===== config.mk =====
export PLATFORM = sky130hd
export DESIGN_NAME = bus_rr_arbiter
export DESIGN_NICKNAME = d
export VERILOG_FILES = /design/src/rtl/bus_rr_arbiter_pkg.sv /design/src/rtl/bus_rr_arbiter_rr_pick.sv /design/src/rtl/bus_rr_arbiter.sv
export SDC_FILE = /design/constraint.sdc
export NUM_CORES = 1
export LEC_CHECK = 0
export ABC_AREA = 0
export CAP_MARGIN = 20
export CORE_MARGIN = 3
export CORE_UTILIZATION = 35
export CTS_CLUSTER_DIAMETER = 100
export DETAILED_ROUTE_END_ITERATION = 7
export GPL_TIMING_DRIVEN = 0
export PLACE_DENSITY = 0.72
export SYNTH_ARGS = -nofsm -noshare
export SYNTH_HDL_FRONTEND = slang
export SYNTH_HIERARCHICAL = 1
export SYNTH_SLANG_ARGS = --single-unit

===== constraint.sdc =====
create_clock -name clk -period 4.1 [get_ports clk]
set_input_delay 0.82 -clock clk [delete_from_list [all_inputs] [get_ports clk]]
set_output_delay 0.82 -clock clk [all_outputs]
set_load 0.01 [all_outputs]

===== src/rtl/bus_rr_arbiter_pkg.sv =====
// rtl/bus_rr_arbiter_pkg.sv - shared types and defaults for the round-robin bus arbiter
package bus_rr_arbiter_pkg;

  localparam int N_REQ_DEF = 13;
  localparam int SEL_W_DEF = 4;

  typedef enum logic {
    IDLE = 1'b0,
    BUSY = 1'b1
  } state_e;

endpackage


===== src/rtl/bus_rr_arbiter_rr_pick.sv =====
// rtl/bus_rr_arbiter_rr_pick.sv - combinational rotate/priority-encode of the request vector
module rr_pick
  import bus_rr_arbiter_pkg::*;
#(
  parameter int N_REQ = N_REQ_DEF,
  parameter int SEL_W = SEL_W_DEF
) (
  input  logic [N_REQ-1:0] i_req,
  input  logic [SEL_W-1:0] i_last_grant,
  output logic [SEL_W-1:0] o_winner,
  output logic             o_any_valid
);

  logic [N_REQ-1:0] w_upper_mask;
  logic [N_REQ-1:0] w_upper_req;
  logic [N_REQ-1:0] w_pool;

  always_comb begin
    w_upper_mask = '0;
    for (int i = 0; i < N_REQ; i++) begin
      w_upper_mask[i] = (SEL_W'(i) > i_last_grant);
    end
  end

  // Requests above last_grant win first; otherwise wrap around to index 0.
  assign w_upper_req = i_req & w_upper_mask;
  assign w_pool      = (|w_upper_req) ? w_upper_req : i_req;

  always_comb begin
    o_winner = '0;
    for (int i = N_REQ - 1; i >= 0; i--) begin
      if (w_pool[i]) begin
        o_winner = SEL_W'(i);
      end
    end
  end

  assign o_any_valid = |i_req;

endmodule


===== src/rtl/bus_rr_arbiter.sv =====
// rtl/bus_rr_arbiter.sv - round-robin arbiter driving the shared 32-bit source mux select
module bus_rr_arbiter
  import bus_rr_arbiter_pkg::*;
#(
  parameter int N_REQ = N_REQ_DEF,
  parameter int SEL_W = SEL_W_DEF
) (
  input  logic             clk,
  input  logic             rst_n,
  input  logic [N_REQ-1:0] req,
  output logic [N_REQ-1:0] gnt,
  output logic [N_REQ-1:0] done,
  output logic [SEL_W-1:0] sel,
  output logic             out_valid,
  input  logic             out_ready,
  output logic             busy
);

  state_e           r_state;
  logic [N_REQ-1:0] r_gnt;
  logic [SEL_W-1:0] r_sel;
  logic [SEL_W-1:0] r_last;

  state_e           w_state_nxt;
  logic [N_REQ-1:0] w_gnt_nxt;
  logic [SEL_W-1:0] w_sel_nxt;
  logic [SEL_W-1:0] w_last_nxt;
  logic [N_REQ-1:0] w_done;

  logic [SEL_W-1:0] w_winner;
  logic             w_any;
  logic [N_REQ-1:0] w_winner_oh;
  logic             w_owner_req;

  rr_pick #(
    .N_REQ (N_REQ),
    .SEL_W (SEL_W)
  ) u_rr_pick (
    .i_req        (req),
    .i_last_grant (r_last),
    .o_winner     (w_winner),
    .o_any_valid  (w_any)
  );

  assign w_winner_oh = N_REQ'(1) << w_winner;
  assign w_owner_req = |(req & r_gnt);

  always_ff @(posedge clk or negedge rst_n) begin
    if (!rst_n) begin
      r_state <= IDLE;
      r_gnt   <= '0;
      r_sel   <= '0;
      r_last  <= SEL_W'(N_REQ - 1);
    end else begin
      r_state <= w_state_nxt;
      r_gnt   <= w_gnt_nxt;
      r_sel   <= w_sel_nxt;
      r_last  <= w_last_nxt;
    end
  end

  // last_grant already equals the current owner, so a completion search
  // starts just past it and only falls back to the owner when nobody else asks.
  always_comb begin
    w_state_nxt = r_state;
    w_gnt_nxt   = r_gnt;
    w_sel_nxt   = r_sel;
    w_last_nxt  = r_last;
    w_done      = '0;
    case (r_state)
      IDLE: begin
        if (w_any) begin
          w_state_nxt = BUSY;
          w_gnt_nxt   = w_winner_oh;
          w_sel_nxt   = w_winner;
          w_last_nxt  = w_winner;
        end else begin
          w_gnt_nxt = '0;
        end
      end
      BUSY: begin
        if (out_ready) begin
          w_done = r_gnt;
          if (w_any) begin
            w_gnt_nxt  = w_winner_oh;
            w_sel_nxt  = w_winner;
            w_last_nxt = w_winner;
          end else begin
            w_state_nxt = IDLE;
            w_gnt_nxt   = '0;
          end
        end else if (!w_owner_req) begin
          w_state_nxt = IDLE;
          w_gnt_nxt   = '0;
        end
      end
      default: begin
        w_state_nxt = IDLE;
        w_gnt_nxt   = '0;
      end
    endcase
  end

  assign gnt       = r_gnt;
  assign sel       = r_sel;
  assign done      = w_done;
  assign out_valid = (r_state == BUSY);
  assign busy      = (r_state == BUSY);

endmodule


### Yosys cells after proc, flatten, opt, wreduce, memory -nomap -nowiden

Index checks and enable logic that the tools add are counted.

* $lt $le $gt $ge: 13
* equal/unequal tests: 2
* shift operators: 1
* multiplexer cells: 30
* bitwise operators: 3
* reductions and logical operators: 3

Operator list (count)
* $mux W13: 6
* $mux W4: 17
* $reduce_or A13 Y1: 3
* $and A13 B13 Y13: 2
* $pmux W13 S2: 1
* $gt A4 B4 Y1 const A: 5
* $gt A3 B4 Y1 const A: 4
* $pmux W4 S2: 2
* $shl A1 B4 Y13 const A: 1
* $gt A1 B4 Y1 const A: 2
* $gt A2 B4 Y1 const A: 2
* $mux W1: 3
* $ne A3 B3 Y1 const B: 1
* $ne A2 B2 Y1 const B: 1
* $pmux W1 S2: 1
* $not A1 Y1: 1

* register bits: 22
* input bits: 16
* output and inout bits: 32
* word-level logic and storage cells: 56

### Depth between registers and ports, before layout

* depth after elaboration: 21
* mapped depth: 11
* mapped depth without buffers: 9

### Cells and area by module

The synthesis kept the hierarchy.

By module, submodules not included
* bus_rr_arbiter: times used 1, cells each 90, area each 969.7 µm², seq. area each 503.0 µm²
* rr_pick: times used 1, cells each 99, area each 631.9 µm², seq. area each 0.0 µm²

### Worst setup path before layout

No wires, ideal clock.

* path type: input to register
* start: input req[1]
* end: register r_gnt[9], in the netlist gnt[9]
* library setup time: 122 ps
* arrival time: 2998 ps
* data required time: 3978 ps
* setup slack: 980 ps
* cell stages on the path: 10
* path buffers: 1
* path through: or3b_1 -> a311o_1 -> and4_4 -> buf_6 -> a31oi_1 -> o22ai_1 -> a31oi_1 -> nor2b_1 -> and2_1 -> a32o_1

* cells in the longest elaborated chain, start to end: 20
* elaborated cells on any way between the ends: 24
* classes of those cells: 1 x eq/ne; 1 x shift; 17 x mux; 2 x bitwise; 3 x reduce/logical

RTL lines
* start, declared: RTL line bus_rr_arbiter.sv:10 `input logic [N_REQ-1:0] req,`
* $and A13 B13 Y13: RTL line bus_rr_arbiter_rr_pick.sv:26 `assign w_upper_req = i_req & w_upper_mask;`
* $reduce_or A13 Y1: RTL line bus_rr_arbiter_rr_pick.sv:27 `assign w_pool = (|w_upper_req) ? w_upper_req : i_req;`
* $mux W13 *: RTL line bus_rr_arbiter_rr_pick.sv:27
* $mux W4 (12 in series): RTL line bus_rr_arbiter_rr_pick.sv:32 `if (w_pool[i]) begin`
* $mux W4 *: RTL line bus_rr_arbiter_rr_pick.sv:32
* via w_winner[2]: RTL line bus_rr_arbiter.sv:30 `logic [SEL_W-1:0] w_winner;`
* $shl A1 B4 Y13 *: RTL line bus_rr_arbiter.sv:45 `assign w_winner_oh = N_REQ'(1) << w_winner;`
* $mux W13 *: RTL line bus_rr_arbiter.sv:72, bus_rr_arbiter.sv:84
* $mux W13: RTL line bus_rr_arbiter.sv:82 `if (out_ready) begin`
* $pmux W13 S2 *: RTL line bus_rr_arbiter.sv:70 `case (r_state)`
* end signal, assigned: RTL line bus_rr_arbiter.sv:56 `r_gnt <= w_gnt_nxt;`
* end, declared: RTL line bus_rr_arbiter.sv:20 `logic [N_REQ-1:0] r_gnt;`

Mark *: on every way through the listed nets, which the timed path passes. The rest lies on a longest branch.
A chain may end at the register's enable or synchronous reset.

### Final worst setup path

* start: input req[9]
* end: register r_gnt[5], in the netlist gnt[5]

The elaborated chain is that of the path after synthesis.

==> flow_summary.json <==
{
  "drc": 0,
  "insertion_delay_ns": 0.26,
  "yosysWarnings": 6,
  "grt_use_total_pct": 18.8,
  "synthToLayoutAreaGrowth_pct": 37.1,
  "grt_max_degree": 21,
  "cts_buffers": 3,
  "ant_nets": 0,
  "cpPeakStageDelay_ns": 0.58,
  "tightest_slew_ns": 0.932,
  "hold_path.class": "flop to flop",
  "max-vdd-ir-drop_v": 0.000294,
  "cts.clk_slew.worst_paths_ns": 0.08,
  "power_leakage_nw": 0.900,
  "core_area_um2": 4200,
  "crit_buf_inv": 2,
  "hpwl_um": 3820,
  "grt_setup_unrepaired": "no",
  "setup_ws_ns": 0.127,
  "grt_pass1_vias": 1692,
  "max_freq_mhz": 252,
  "dpl_worst_slack_ns": -0.101,
  "cts_tree": "yes",
  "holdBufCountCts": 0,
  "synth-main-ff-cell": "dfrtp_1",
  "final_cell_mix": "clkdlybuf4s50_1 (47), nand2_1 (19), dfrtp_1 (18)",
  "slew_headroom_pct": 37.7,
  "fin_crit_sh_pct": 96.9,
  "syn_area_per_cell_um2": 8.47,
  "gr-total-overflow": 0,
  "post-route-util_pct": 52.3,
  "drive_above_1_share_pct": 11.3,
  "cp_slowest_cell": "clkdlybuf4s50_1",
  "netlist_area_um2": 1600,
  "viasPerCell": 6.14,
  "critPathMaxFanout": 9,
  "async_flop_share_pct": 100,
  "ys_ff_latch": 20,
  "finalMaxSlewViolations": 0,
  "worstSetupEndpointType": "flop",
  "yosys.area_share.adder_pct": 0,
  "synth_edf_count": 0,
  "crit_top_cell": "nor3_1",
  "initial_utilization_pct": 38.1,
  "drtPass1Iterations": 4,
  "die_height_um": 73.6,
  "cp.required_ns": 4.29,
  "wl_per_cell_um": 17.5,
  "yosys.cell_types.count": 54,
  "hold_slack_ns": 0.460,
  "die-area_um2": 5420,
  "cap_viol_max_count": 0,
  "hold_viol": 0,
  "worstPathArrival_ns": 4.17,
  "fin_crit_ns": 3.97,
  "cts_num_sinks": 20,
  "cts_htree_levels": 1,
  "cp_top_family": "simple AND/OR/NAND/NOR gates",
  "seq_area_frac_synth_pct": 31.4,
  "io_buffers": 47,
  "setup_viol": 0,
  "antenna_found_initial": 0,
  "grt_pass1_wl_um": 7980,
  "io_pins": 48,
  "clockBufferDepth": 2,
  "synth_nets": 205,
  "clock_skew_ns": 0.00601,
  "whs_path_depth": 2,
  "post_cts_buffers": 0,
  "crit_type": "primary input to flop",
  "drt-total-wl_um": 5080,
  "cts_root_buf": "clkbuf_8",
  "via_count": 1781,
  "cp_cell_sequence": "clkdlybuf4s50_1 -> nor3_1 -> a311o_1 -> and4_4 -> buf_6 -> a21oi_1 -> or3_1 -> and4b_1 -> nor3_1 -> nand3_1 -> o2bb2ai_1",
  "drt-initial-drc-count": 100,
  "synth_top_family_by_area": "compound AO/OA/AOI/OAI gates",
  "final_common_cell": "clkdlybuf4s50_1",
  "status": "finished, final reports clean",
  "diodes": 0,
  "nNetsFinal": 257,
  "synth_mux_area_share_pct": 0.703,
  "placement_rows": 23,
  "synth_compound_area_share_pct": 34.1,
  "pwr_density_cell_nw_per_um2": 669,
  "syn_inst": 189,
  "fp.dieW_um": 73.6,
  "synth-xor-area-share_pct": 0,
  "synth_simple_gate_area_share_pct": 26.8,
  "cp-start-kind": "primary input",
  "reg2reg_depth": 11,
  "place_congestion": 0.965,
  "cp.depth": 11
}
==> per-layer routing <==
layer  vias up  global-route usage [%]  routed length (um)  part of all wire [%]
li1        831                       -                   -                     -
met1       829                    26.3                2310                    45
met2       112                    29.9                2310                    45
met3         9                    2.33                 410                   8.1
met4         0                    5.84                  53                   1.0
met5         -                       0                   0                     0
==> final timing paths <==
| check | slack, ns | endpoint | startpoint |
|---|---|---|---|
| setup / recovery | 0.13 | gnt[5]$_DFFE_PN0P_ | req[9] |
| hold / removal | 0.46 | r_last[2]$_DFFE_PN1P_ | r_last[2]$_DFFE_PN1P_ |
| min in group asynchronous | 1.08 | gnt[12]$_DFFE_PN0P_ | rst_n |
| hold reg to reg | 0.46 | r_last[2]$_DFFE_PN1P_ | r_last[2]$_DFFE_PN1P_ |
| setup reg to reg | 0.76 | gnt[5]$_DFFE_PN0P_ | r_last[2]$_DFFE_PN1P_ |
| max in group asynchronous | 2.45 | gnt[1]$_DFFE_PN0P_ | rst_n |
==> layout make-up <==
type                    instances  area, um2
fillers                       382       2010
inverters                       7       26.3
flip-flops and latches         20        503
plain buffers                  13       85.1
clock buffers                   4       55.1
well taps                      50       62.6
repair buffers                 47        470
multi-input cells             149        993
==> cells by family (layout without fill, tap and decap cells) <==
family                 after synthesis  after routing
DFF                                 20             20
AOI/OAI and AO/OA                   68             68
buffers and inverters               20             71
and+or+nand+nor                     80             80
muxes                                1              1
==> flip-flops by register name (all words and copies together), names as in the netlist <==
signal  flops
sel         2
gnt        13
r_last      4
busy        1
==> cells in the mapped netlist, drive strengths merged (3+ instances only) <==
cell | number | share of area, %
nor4 | 3 | 1.2
o2bb2ai | 5 | 2.7
nor2b | 3 | 1.2
a21oi | 10 | 3.1
and3 | 14 | 5.5
buf | 8 | 4.1
a22o | 6 | 3.3
a31oi | 6 | 2.7
clkbuf | 5 | 1.2
a22oi | 3 | 1.4
dfrtp | 18 | 28
nand2b | 8 | 3.1
and2 | 3 | 1.3
nand3 | 3 | 0.94
a31o | 3 | 1.6
nor3 | 6 | 1.9
o211ai | 3 | 1.4
inv | 7 | 1.6
nand2 | 19 | 4.5
a32o | 4 | 2.5
o21ai | 6 | 1.9
a211oi | 3 | 2.0
nor2 | 12 | 2.8
==> tightest hold or removal path: stages (launching register included) <==
cell     delay (ns)
dfstp_2        0.37
nand2_1        0.05
nand2_1        0.05
==> repair_timing <==
item | 4_1_cts | 5_1_grt
hold endpoints to repair | 0 | 0
resized for setup | 0 | 1
setup endpoints to repair | 0 | 1
==> metrics by stage <==
step	setup TNS (ns)	cells	total power, W	cell area (um2)
floorplan	0	189	0.000958	1600
global placement	-0.197	286	0.00129	2130
detailed placement	-0.184	286	0.00129	2130
CTS	0	290	0.00145	2190
global route	0	290	0.00156	2200
finish	0	290	0.00147	2200
==> power by group <==
group / internal, W / switching, W
clock network: 0.0000856 / 0.0000661
registers: 0.000270 / 0.0000687
logic: 0.000443 / 0.000535
total: 0.000799 / 0.000670
Power figures use the tool's default switching activity.
